`src/rtl/match_run_detector.sv`:
```
// match_run_detector: tracks runs of consecutive comparator matches on valid
// cycles, raises a lock indication once a run reaches RUN_LEN, and keeps a
// saturating count of all valid matches. All outputs are registered.
module match_run_detector #(
  parameter int RUN_LEN = 3,
  parameter int CNT_W   = 4,
  parameter int TOT_W   = 8
) (
  input  logic             clk,
  input  logic             rst_n,
  input  logic             z,
  input  logic             z_valid,
  input  logic             clear,
  output logic [CNT_W-1:0] run_cnt,
  output logic             locked,
  output logic             lock_pulse,
  output logic             mismatch_pulse,
  output logic [TOT_W-1:0] total_match
);

  typedef enum logic [1:0] {
    IDLE = 2'd0,
    RUN  = 2'd1,
    LOCK = 2'd2
  } state_t;

  localparam logic [CNT_W-1:0] RUN_TGT = CNT_W'(RUN_LEN);
  localparam logic [CNT_W-1:0] ONE     = CNT_W'(1);

  state_t           state, state_nxt;
  logic [CNT_W-1:0] run_nxt;
  logic [CNT_W-1:0] run_inc;
  logic [TOT_W-1:0] tot_nxt;
  logic             lp_nxt, mp_nxt;

  assign run_inc = run_cnt + ONE;

  // Next-state, next counter values and pulse decode.
  always_comb begin
    state_nxt = state;
    run_nxt   = run_cnt;
    tot_nxt   = total_match;
    lp_nxt    = 1'b0;
    mp_nxt    = 1'b0;
    if (clear) begin
      state_nxt = IDLE;
      run_nxt   = '0;
      tot_nxt   = '0;
    end else begin
      if (z_valid && z && (total_match != '1)) begin
        tot_nxt = total_match + TOT_W'(1);
      end
      case (state)
        IDLE: begin
          if (z_valid) begin
            if (z) begin
              run_nxt = ONE;
              if (RUN_TGT == ONE) begin
                state_nxt = LOCK;
                lp_nxt    = 1'b1;
              end else begin
                state_nxt = RUN;
              end
            end else begin
              run_nxt = '0;
            end
          end
        end
        RUN: begin
          if (z_valid) begin
            if (z) begin
              run_nxt = run_inc;
              if (run_inc == RUN_TGT) begin
                state_nxt = LOCK;
                lp_nxt    = 1'b1;
              end
            end else begin
              state_nxt = IDLE;
              run_nxt   = '0;
              mp_nxt    = 1'b1;
            end
          end
        end
        LOCK: begin
          if (z_valid) begin
            if (z) begin
              if (run_cnt != '1) run_nxt = run_inc;
            end else begin
              state_nxt = IDLE;
              run_nxt   = '0;
              mp_nxt    = 1'b1;
            end
          end
        end
        default: begin
          state_nxt = IDLE;
          run_nxt   = '0;
        end
      endcase
    end
  end

  // State and registered outputs; locked mirrors the next state so it rises
  // and falls on the same edge as the corresponding pulse.
  always_ff @(posedge clk or negedge rst_n) begin
    if (!rst_n) begin
      state          <= IDLE;
      run_cnt        <= '0;
      total_match    <= '0;
      locked         <= 1'b0;
      lock_pulse     <= 1'b0;
      mismatch_pulse <= 1'b0;
    end else begin
      state          <= state_nxt;
      run_cnt        <= run_nxt;
      total_match    <= tot_nxt;
      locked         <= (state_nxt == LOCK);
      lock_pulse     <= lp_nxt;
      mismatch_pulse <= mp_nxt;
    end
  end

endmodule

```
`config.mk`:
```
export PLATFORM = sky130hd
export DESIGN_NAME = match_run_detector
export DESIGN_NICKNAME = d
export VERILOG_FILES = /design/src/rtl/match_run_detector.sv
export SDC_FILE = /design/constraint.sdc
export NUM_CORES = 1
export LEC_CHECK = 0
export ABC_AREA = 1
export CORE_MARGIN = 4
export CORE_UTILIZATION = 45
export DETAILED_ROUTE_END_ITERATION = 12
export GPL_ROUTABILITY_DRIVEN = 0
export HOLD_SLACK_MARGIN = 0.12
export PLACE_DENSITY_LB_ADDON = 0.12
export SYNTH_ARGS = -nofsm -noshare
export SYNTH_HDL_FRONTEND = slang
export SYNTH_SLANG_ARGS = --single-unit
```
`constraint.sdc`:
```
create_clock -name clk -period 2.3 [get_ports clk]
set_clock_uncertainty 0.15 [all_clocks]
set_input_delay 0.46 -clock clk [delete_from_list [all_inputs] [get_ports clk]]
set_output_delay 0.46 -clock clk [all_outputs]
set_load 0.01 [all_outputs]
```
==> metrics.md <==
| Metric | Value |
|---|---|
| Req. time, crit path | `1690 ps` |
| Seq/Total Area, Yosys | `0.3995` |
| Post-synthesis net count | `155` |
| Slack of the worst reg-to-reg path | `700 ps` |
| Final worst slack | `372.3 ps` |
| Fin. max-slew vios | `0` |
| Row count | `17` |
| R2R Path Start | `state[0]` |
| Area Overhead vs Synth | `24.32%` |
| WL/cell | `11.62 microns` |
| Met2 Usage GRT | `0.2393` |
| Routed WL | `2265 microns` |
| First-pass GRT wire length | `4036 microns` |
| Busiest grt layer | `met2` |
| # setup viols final | `0` |
| PwrDens | `409.3 nW/um^2` |
| Critical Path Stages | `1` |
| Crit path to | `total_match[5]` |
| Root Buffer | `clkbuf_4` |
| Flops & latches, synth | `17` |
| Worst slew pin tran | `282.5 ps` |
| Drc violations | `0` |
| Initial Util | `0.4768` |
| Total number of vias | `972` |
| Total CTS buffers | `3` |
| Tot GR Track Use | `0.1572` |
| Die span in y | `56.65 microns` |
| Status | `complete, no violations` |
| Setup TNS | `0 ps` |
| Synthesized instance count | `143` |
| Clock Latency Late Sink | `280 ps` |
| Fin nets | `180` |
| Grt met3 use | `0.03218` |
| Post-synthesis instance area | `1065 sq um` |
| Antenna Violating Nets Remaining | `0` |
| Worst reg2reg path depth | `8` |
| Max_cap viols | `0` |
| CP max stage delay | `580 ps` |
| Final Instance Area | `1324 sq um` |
| Layout Cells excl Fill | `195` |
| DIE AREA | `3209 sq um` |
| Initial antenna violation count | `0` |
| Max-slew headroom at the worst pin | `0.8111` |
| Critical Path Fanout Max | `6` |
| Worst setup SP type | `register` |
| Synth warn | `0` |
| DP Wirelength | `1826 microns` |
| Worst-path cell chain | `clkdlybuf4s50_1` |
| Via-to-Cell Ratio | `4.985` |
| Number of library cell types mapped by synthesis | `20` |
| Total Power | `541.9 uW` |
| Post-Place Setup Slack | `356.2 ps` |
| CP delay by family, top | `buffers and inverters` |
| TritonCTS clock tree | `yes` |
| Largest net degree at the start of global routing | `18` |
| Crit path kind | `reg -> out` |
| Overflow after GRT | `0` |
| Setup Buffers After CTS | `0` |
| Tmin final | `1928 ps` |
| Core Area | `2233 sq um` |
| Highest Clock Rate | `518.7 MHz` |
| Hold buffers post-CTS | `0` |
| Post-CTS sizing | `0` |
| Critical Path AT | `1320 ps` |
| DP Cell Count | `191` |
| Diodes inserted | `0` |
| CP Capture Type | `primary output` |
| Clk slew on worst S/H paths | `90 ps` |
| Pre-antenna DRT Iters | `4` |
| CP startpoint | `total_match[5]` |
| RSZ-0062 raised after global routing | `false` |
| Post-Place Cell Area | `1297 sq um` |
| Clock Sinks | `17` |
| Final period util | `0.8381` |
| Fin. Hold Viols | `0` |
| Number of global-route vias before repair | `944` |
| Die width | `56.65 microns` |
| Worst path bufs/invs | `1` |
| Worst flop-to-flop path endpoint | `state[1]` |
| Initial DRC count | `19` |
| Global routing met1 resource utilization | `0.2168` |
| HP Class | `in -> async` |
| Share of layout cells above drive strength 1 | `0.07784` |
| Critical path's slowest cell | `clkdlybuf4s50_1` |
| Leak pwr | `0.0006551 uW` |
| Clock buffer depth | `2` |
| Num ports | `20` |
| Max VDD drop | `0.3406 mV` |
| H-tree levels | `1` |
| IO Port Bufs | `19` |
| Synthesized area per cell | `7.446 sq um` |
## power by group
group | switching (uW) | internal (uW) | total (uW)
Sequential | 7.85 | 304 | 312
Combinational | 46.4 | 29.7 | 76.1
Clock | 86.5 | 67.3 | 154
## flip-flops by register name, summed over array words and instances, names as in the netlist
| signal | count |
|---|---|
| run_cnt | 4 |
| mismatch_pulse | 1 |
| locked | 1 |
| state | 2 |
| lock_pulse | 1 |
| total_match | 8 |
## synth_stat cells, drive strengths merged
| cell type | instances | share of area |
|---|---|---|
| a21o | 1 | 0.0071 |
| a21oi | 3 | 0.014 |
| clkinv | 1 | 0.0082 |
| dfrtp | 17 | 0.40 |
| ha | 7 | 0.082 |
| inv | 22 | 0.078 |
| nand2 | 40 | 0.16 |
| nand3 | 14 | 0.066 |
| nand3b | 3 | 0.021 |
| nand4 | 3 | 0.018 |
| nor2 | 17 | 0.067 |
| nor3 | 3 | 0.014 |
| o21ai | 10 | 0.047 |
| xnor2 | 1 | 0.0082 |
| xor2 | 1 | 0.0082 |
## cell usage in the layout, fill, tap and decap left out
cell and count:
clkinv_4 1, nand3b_1 3, nand3_1 14, nand2_2 3, clkbuf_1 1, buf_4 1
nand2_1 35, o21ai_1 2, a21o_1 1, xnor2_1 1, o21ai_0 8, nor2_4 1
xor2_1 1, inv_1 20, inv_2 2, ha_1 7, a21oi_1 3, nand2_4 2
nor3_1 3, nor2_1 16, clkdlybuf4s50_1 19, clkbuf_4 3, dfrtp_1 17, nand4_1 3
## per-stage QoR
step | utilization | hold slack, ps
floorplan | - | 14.41
CTS | 0.5927 | 334.7
detailed placement | 0.5810 | 377.8
global route | 0.5927 | 343.3
finish | 0.5927 | 340.3
global placement | 0.5810 | 371.9
## metal layers
layer	wire, microns	up-vias
met5	0	-
met4	14	0
met3	95	2
met2	1045	15
met1	1109	457
li1	-	498
## cells by family after synthesis
| family | Yosys count | share of synthesized area |
|---|---|---|
| AOI/OAI and AO/OA | 14 | 0.06816 |
| adders and majority gates | 7 | 0.08225 |
| xor gates and xnor gates | 2 | 0.01645 |
| and+or+nand+nor | 80 | 0.3478 |
| DFF | 17 | 0.3995 |
| buffers and inverters | 23 | 0.08578 |
## worst min-delay path by stage
stage	end	slack (ps)	depth (start not counted)
floorplan	lock_pulse	10	0
global placement	total_match[1]	370	2
detailed placement	total_match[1]	380	2
CTS	run_cnt[2]	330	2
global route	run_cnt[2]	340	2
finish	total_match[0]	340	2
## final cells by class
type	instances	area [sq um]
Fill cell	217	909.6
Timing Repair Buffer	20	197.7
Tap cell	28	35.03
Sequential cell	17	425.4
Multi-Input combinational cell	103	548.0
Clock buffer	4	26.28
Inverter	23	91.34
Power figures use the tool's default switching activity.
